===== src/rtl/div_pkg.sv =====
// Shared definitions for the 2N-by-N sequential radix-4 divider.
package div_pkg;
   localparam int DIV_N = 12;
   localparam int ITER_COUNT = DIV_N / 2;
   localparam logic [DIV_N-1:0] QUOT_SAT = '1;

   typedef enum logic [1:0] {
      IDLE,
      ITER,
      DONE
   } state_t;
endpackage


===== src/rtl/div_radix4_step.sv =====
// One radix-4 restoring step: consumes two dividend bits and produces two quotient bits.
module div_radix4_step
   import div_pkg::*;
#(
   parameter int N = DIV_N
) (
   input  logic [N-1:0] rem_in,
   input  logic [1:0]   bits,
   input  logic [N-1:0] divisor,
   output logic [N-1:0] rem_out,
   output logic [1:0]   q_bits
);
   logic [N+1:0] pr, d1, d2, d3, diff;

   always_comb begin
      pr     = {rem_in, bits};
      d1     = {2'b00, divisor};
      d2     = {1'b0, divisor, 1'b0};
      d3     = d1 + d2;
      q_bits = 2'd0;
      diff   = pr;
      if (pr >= d3) begin
         q_bits = 2'd3;
         diff   = pr - d3;
      end else if (pr >= d2) begin
         q_bits = 2'd2;
         diff   = pr - d2;
      end else if (pr >= d1) begin
         q_bits = 2'd1;
         diff   = pr - d1;
      end
      // The restored remainder is always below the divisor, so it fits in N bits.
      rem_out = N'(diff);
   end
endmodule


===== src/rtl/seq_divider_24by12.sv =====
// Sequential 2N/N radix-4 restoring divider with valid/ready handshakes.
// Define SEQ_DIVIDER_SIGNED_EN for two's-complement operands (truncating division).
module seq_divider_24by12
   import div_pkg::*;
#(
   parameter int N = DIV_N
) (
   input  logic           clk,
   input  logic           rst,
   input  logic           in_valid,
   output logic           in_ready,
   input  logic [2*N-1:0] dividend,
   input  logic [N-1:0]   divisor,
   output logic           out_valid,
   input  logic           out_ready,
   output logic [N-1:0]   quotient,
   output logic [N-1:0]   remainder,
   output logic           div_by_zero,
   output logic           ovf
);
   localparam int CW = $clog2(N / 2 + 1);
   localparam logic [CW-1:0] CNT_INIT = CW'(N / 2 - 1);

   state_t        state, state_nx;
   logic [CW-1:0] cnt;
   logic [N-1:0]  dsr_r, rem_r, lo_r;
   logic [N-1:0]  step_rem;
   logic [1:0]    step_q;
   logic [2*N-1:0] dvd_u;
   logic [N-1:0]  dsr_u;
   logic          accept, err_zero, err_ovf;
   logic [N-1:0]  q_fin, q_out, r_out;
   logic          ovf_fin;

`ifdef SEQ_DIVIDER_SIGNED_EN
   logic neg_q, neg_r;
   assign dvd_u = dividend[2*N-1] ? -dividend : dividend;
   assign dsr_u = divisor[N-1] ? -divisor : divisor;
`else
   assign dvd_u = dividend;
   assign dsr_u = divisor;
`endif

   assign in_ready  = (state == IDLE);
   assign out_valid = (state == DONE);
   assign accept    = in_valid && in_ready;
   assign err_zero  = (divisor == '0);
   // A high half at or above the divisor means the quotient needs more than N bits.
   assign err_ovf   = !err_zero && (dvd_u[2*N-1:N] >= dsr_u);

   div_radix4_step #(.N(N)) u_step (
      .rem_in (rem_r),
      .bits   (lo_r[N-1:N-2]),
      .divisor(dsr_r),
      .rem_out(step_rem),
      .q_bits (step_q)
   );

   always_ff @(posedge clk or posedge rst) begin
      if (rst) state <= IDLE;
      else     state <= state_nx;
   end

   always_comb begin
      state_nx = state;
      case (state)
         IDLE:    if (accept) state_nx = (err_zero || err_ovf) ? DONE : ITER;
         ITER:    if (cnt == '0) state_nx = DONE;
         DONE:    if (out_ready) state_nx = IDLE;
         default: state_nx = IDLE;
      endcase
   end

   // Quotient bits enter lo_r from the bottom as dividend bits leave the top.
   always_comb begin
      q_fin   = {lo_r[N-3:0], step_q};
      q_out   = q_fin;
      r_out   = step_rem;
      ovf_fin = 1'b0;
`ifdef SEQ_DIVIDER_SIGNED_EN
      if (neg_q) begin
         ovf_fin = (q_fin > {1'b1, {(N-1){1'b0}}});
         q_out   = -q_fin;
      end else begin
         ovf_fin = q_fin[N-1];
      end
      if (neg_r) r_out = -step_rem;
      if (ovf_fin) begin
         q_out = '1;
         r_out = '0;
      end
`endif
   end

   always_ff @(posedge clk or posedge rst) begin
      if (rst) begin
         cnt         <= '0;
         dsr_r       <= '0;
         rem_r       <= '0;
         lo_r        <= '0;
         quotient    <= '0;
         remainder   <= '0;
         div_by_zero <= 1'b0;
         ovf         <= 1'b0;
`ifdef SEQ_DIVIDER_SIGNED_EN
         neg_q       <= 1'b0;
         neg_r       <= 1'b0;
`endif
      end else begin
         case (state)
            IDLE: if (accept) begin
               dsr_r       <= dsr_u;
               rem_r       <= dvd_u[2*N-1:N];
               lo_r        <= dvd_u[N-1:0];
               cnt         <= CNT_INIT;
               div_by_zero <= err_zero;
               ovf         <= err_ovf;
`ifdef SEQ_DIVIDER_SIGNED_EN
               neg_q       <= dividend[2*N-1] ^ divisor[N-1];
               neg_r       <= dividend[2*N-1];
`endif
               if (err_zero || err_ovf) begin
                  quotient  <= '1;
                  remainder <= err_zero ? dividend[N-1:0] : '0;
               end
            end
            ITER: begin
               rem_r <= step_rem;
               lo_r  <= q_fin;
               if (cnt != '0) begin
                  cnt <= cnt - 1'b1;
               end else begin
                  quotient  <= q_out;
                  remainder <= r_out;
                  ovf       <= ovf_fin;
               end
            end
            default: ;
         endcase
      end
   end
endmodule

===== config.mk =====
export PLATFORM = sky130hd
export DESIGN_NAME = seq_divider_24by12
export DESIGN_NICKNAME = d
export VERILOG_FILES = /design/src/rtl/div_pkg.sv /design/src/rtl/div_radix4_step.sv /design/src/rtl/seq_divider_24by12.sv
export SDC_FILE = /design/constraint.sdc
export NUM_CORES = 1
export LEC_CHECK = 0
export BUFFER_PORTS_ARGS = -buffer_cell sky130_fd_sc_hd__buf_4
export CAP_MARGIN = 20
export CORE_ASPECT_RATIO = 0.9
export CORE_UTILIZATION = 55
export CTS_CLUSTER_DIAMETER = 120
export DETAILED_ROUTE_END_ITERATION = 12
export GPL_TIMING_DRIVEN = 0
export PLACE_DENSITY = 0.83
export SYNTH_ARGS = -nofsm -noshare
export SYNTH_HDL_FRONTEND = slang
export SYNTH_SLANG_ARGS = --single-unit

===== constraint.sdc =====
create_clock -name clk -period 10 [get_ports clk]
set_clock_uncertainty 0.1 [all_clocks]
set_input_delay 2 -clock clk [delete_from_list [all_inputs] [get_ports clk]]
set_output_delay 2 -clock clk [all_outputs]
set_load 0.005 [all_outputs]

==> summary.md <==
The flow ran to the end, but the final reports show violations. The checks that failed: design-rule violations. The maximum fanout encountered on the critical timing path is 10, and the worst slack on hold paths is 375 ps. The number of antenna diodes in the final layout is 0. TritonCTS built the clock tree. The tools report the total setup buffers inserted after CTS as 0. Routability-driven placement finished with a final weighted congestion of 0.950.

The primary flip-flop cell chosen by synthesis mapping is sky130_fd_sc_hd__dfrtp_1. The placed instance count was 942. The tools report the clock buffer count from CTS as 9. Leading cell type in the layout, fill and taps excluded: sky130_fd_sc_hd__nand2_1. The via count of the first global-routing pass was 5703.

The mux contribution to synthesized area works out to 0.0305. The global router's overall resource usage was 0.347. Number of iterations in the first detailed-routing pass: 9. The simple-gate area share of the yosys netlist was 0.199; the gate count after technology mapping was 745. The fraction of the mapped netlist area in compound gates was 0.242; the worst slew margin relative to its limit was 0.316. For the worst path setup slack after routing, the log shows 4610 ps. The run gives 0 as the remaining global-route overflow. After detailed routing, the number of remaining DRC violations is 4.

The initial cell density of the core came out at 0.576. Aggregate negative setup slack: 0 ps. The type of element capturing the critical path was a register. The logs give 11300 sq um for the die area and 19100 um for the final routed wirelength across all metal layers.

The number of cells on the worst reg-to-reg path is 21. The layout has 880 filler cells. The max-slew violation total from the final report was 0. During I/O placement, the number of pins put on the boundary was 68.

Entering global routing, the biggest net connects 36 pins. The worst setup path is of the register to register kind. The clock-pin slew on the worst setup and hold paths is 60 ps. For the number of violations reported at the end of detailed-routing iteration 0, the log shows 563. The detailed-placement wirelength estimate is 15100 um.

The share of synthesized registers carrying an async set or reset came out at 1.00. The die is 112 um wide. The synthesis-stage register bit count works out to 67. The fraction of layout instances using a drive strength above 1 came out at 0.135. The adder-cell share of the synthesized area was 0.145; the final hold violation count was 0. The later pin in the worst-skew pair is clocked with a latency of 340 ps. Clock tree synthesis found a total of 67 sinks.

Averaged over all synthesized cells, the footprint is 8.05 sq um. STA puts the critical path data required time at 10080 ps. Counting every net in the synthesized netlist gives 852. The detail-routed net length per standard cell is 20.0 um, and the clock period minus final worst setup slack is 5390 ps. The tools report the sequential share of the synthesized area as 0.280.

The run gives 6079 as the via count of the routed design. The number of enable-type register cells in the synthesized netlist was 0. The final instance count without filler cells is 958, and the count of buffers inserted at the top-level ports is 67. The logs give 4840 ps for the worst slack at placement and 931 for the number of nets at the end of the flow. The first global-routing pass estimated 30000 um of wire.

Based on the critical path, the design can be clocked at up to 186 MHz. For the max-cap check violation count, the log shows 0. The relative area change from synthesis to final layout was 16.4%.

The share of the clock period used by the worst path works out to 0.539. The path class of the tightest hold or removal check is register to register. Setup repair after global routing left no endpoint under its margin.

For the post-CTS resize count, the log shows 0. Number of instances on the worst hold path: 2. Number of nets with antenna violations after routing: 0. The number of vias per cell after detailed routing is 6.35, and the count of distinct cell types in the synthesized netlist is 69. The number of antenna violations at the first check in global routing is 0, and the summed instance area of the synthesized netlist is 6000 sq um.

The clock passes through at most 2 buffers. The row count is 35, and the number of endpoints failing setup at the final stage is 0. For this run, the number of Yosys warnings is 0. The floorplan step defined a core boundary enclosing 10400 sq um.

The transition time at the pin with the least slew margin is 1010 ps. Largest family of logic cells by synthesized area: compound AO/OA/AOI/OAI gates. CTS built an H-tree with a depth of 3. The height of the chip is 101 um, and the hold buffer count at cts is 0. The xor and xnor fraction of the mapped netlist area is 0.0467. For the setup slack on the worst flop-to-flop path, the log shows 4610 ps. The root buffer cell chosen for the clock tree is sky130_fd_sc_hd__clkbuf_16. Data on the critical path arrives at its endpoint at 5470 ps.

Leaving out fill and tap cells, the most frequent cells in the layout are 104 x sky130_fd_sc_hd__nand2_1, 70 x sky130_fd_sc_hd__buf_4, 67 x sky130_fd_sc_hd__dfrtp_1, 63 x sky130_fd_sc_hd__ha_1, 59 x sky130_fd_sc_hd__o21ai_0. The worst setup path is launched from a register.
==> final cells by class <==
cell class | count | area (sq um) | area share
plain buffers | 29 | 143 | 0.0204
clock inverters | 7 | 76.3 | 0.0109
inverters | 54 | 203 | 0.0290
clock buffers | 9 | 225 | 0.0322
repair buffers | 68 | 523 | 0.0749
well taps | 129 | 161 | 0.0231
flip-flops and latches | 67 | 1680 | 0.240
multi-input cells | 595 | 3980 | 0.569
==> through the flow <==
stage                     instance area [sq um]   util
after floorplan                            6000      -
after global placement                     6660  0.639
after detailed placement                   6680  0.641
after CTS                                  6980  0.670
after global routing                       6980  0.670
final                                      6980  0.670
==> path summary, 6_finish.rpt <==
kind,end,start
setup / recovery,rem_r[4],dsr_r[1]
hold / removal,quotient[1],quotient[1]
setup reg to reg,rem_r[4],dsr_r[1]
hold reg to reg,quotient[1],quotient[1]
max in group asynchronous,remainder[6],rst
min in group asynchronous,cnt[0],rst
==> state kept, by name (all words and copies together), names as in the netlist <==
name	cells
div_by_zero	1
dsr_r	12
remainder	12
state	2
cnt	3
rem_r	12
lo_r	12
ovf	1
quotient	12
==> worst max-delay path, cell delays in order, from the launching register on <==
cell and delay (ps):
sky130_fd_sc_hd__dfrtp_1 570, sky130_fd_sc_hd__ha_1 240, sky130_fd_sc_hd__inv_1 50, sky130_fd_sc_hd__fa_1 410, sky130_fd_sc_hd__nor2b_1 140, sky130_fd_sc_hd__o21ai_0 110, sky130_fd_sc_hd__a21boi_0 370, sky130_fd_sc_hd__o21ai_0 200
sky130_fd_sc_hd__a21oi_1 240, sky130_fd_sc_hd__o21ai_0 180, sky130_fd_sc_hd__nand2_1 150, sky130_fd_sc_hd__xnor2_1 100, sky130_fd_sc_hd__ha_1 420, sky130_fd_sc_hd__nand4_1 110, sky130_fd_sc_hd__nor3_1 290, sky130_fd_sc_hd__o41ai_2 120
sky130_fd_sc_hd__a211oi_1 380, sky130_fd_sc_hd__or3_4 250, sky130_fd_sc_hd__buf_6 150, sky130_fd_sc_hd__buf_2 270, sky130_fd_sc_hd__mux2i_1 260, sky130_fd_sc_hd__o21ai_0 100
==> routing by layer <==
| metal | wire [um] | global-route usage | share of wire | vias up |
|---|---|---|---|---|
| met1 | 8540 | 0.483 | 0.45 | 2884 |
| li1 | - | - | - | 2855 |
| met4 | 244 | 0.0913 | 0.013 | 0 |
| met2 | 8450 | 0.536 | 0.44 | 313 |
| met3 | 1890 | 0.0920 | 0.099 | 27 |
| met5 | 0 | 0 | 0 | - |
==> synthesized netlist by cell type, drive strengths merged (3+ instances only) <==
| library cell | number | area share |
|---|---|---|
| o32ai | 3 | 0.0044 |
| nor3 | 17 | 0.015 |
| nand4 | 6 | 0.0063 |
| ha | 63 | 0.13 |
| nor4b | 5 | 0.0073 |
| or3 | 3 | 0.0040 |
| a21o | 14 | 0.018 |
| and3 | 10 | 0.010 |
| a21oi | 57 | 0.049 |
| o31ai | 4 | 0.0058 |
| nand3b | 4 | 0.0050 |
| clkbuf | 16 | 0.010 |
| a2111oi | 3 | 0.0044 |
| fa | 4 | 0.013 |
| nand2 | 104 | 0.065 |
| a32o | 3 | 0.0050 |
| dfrtp | 67 | 0.28 |
| or2 | 3 | 0.0031 |
| a211oi | 14 | 0.018 |
| nand3 | 15 | 0.013 |
| a31oi | 19 | 0.022 |
| buf | 13 | 0.014 |
| a311oi | 3 | 0.0044 |
| nor4 | 6 | 0.0063 |
| a21boi | 3 | 0.0038 |
| nor2b | 9 | 0.0094 |
| a32oi | 4 | 0.0058 |
| mux2i | 16 | 0.027 |
| o22ai | 6 | 0.0063 |
| nand2b | 11 | 0.011 |
| o21ai | 59 | 0.049 |
| xor2 | 15 | 0.022 |
| xnor2 | 17 | 0.025 |
| o21a | 3 | 0.0038 |
| inv | 54 | 0.034 |
| nor2 | 55 | 0.035 |
==> kinds of logic (layout without fill, tap and decap cells) <==
| group | count (synthesis) | in the layout |
|---|---|---|
| AND/OR/NAND/NOR | 255 | 255 |
| AO/OA/AOI/OAI | 223 | 223 |
| buffers and inverters | 83 | 167 |
| adder cells (fa/ha/maj) | 67 | 67 |
| flip-flops | 67 | 67 |
| XOR/XNOR | 32 | 32 |
| multiplexers | 18 | 18 |
Power is left out: the tool's default activity adds up to more than one toggle a clock period on the data nets, which glitch-free logic cannot reach.
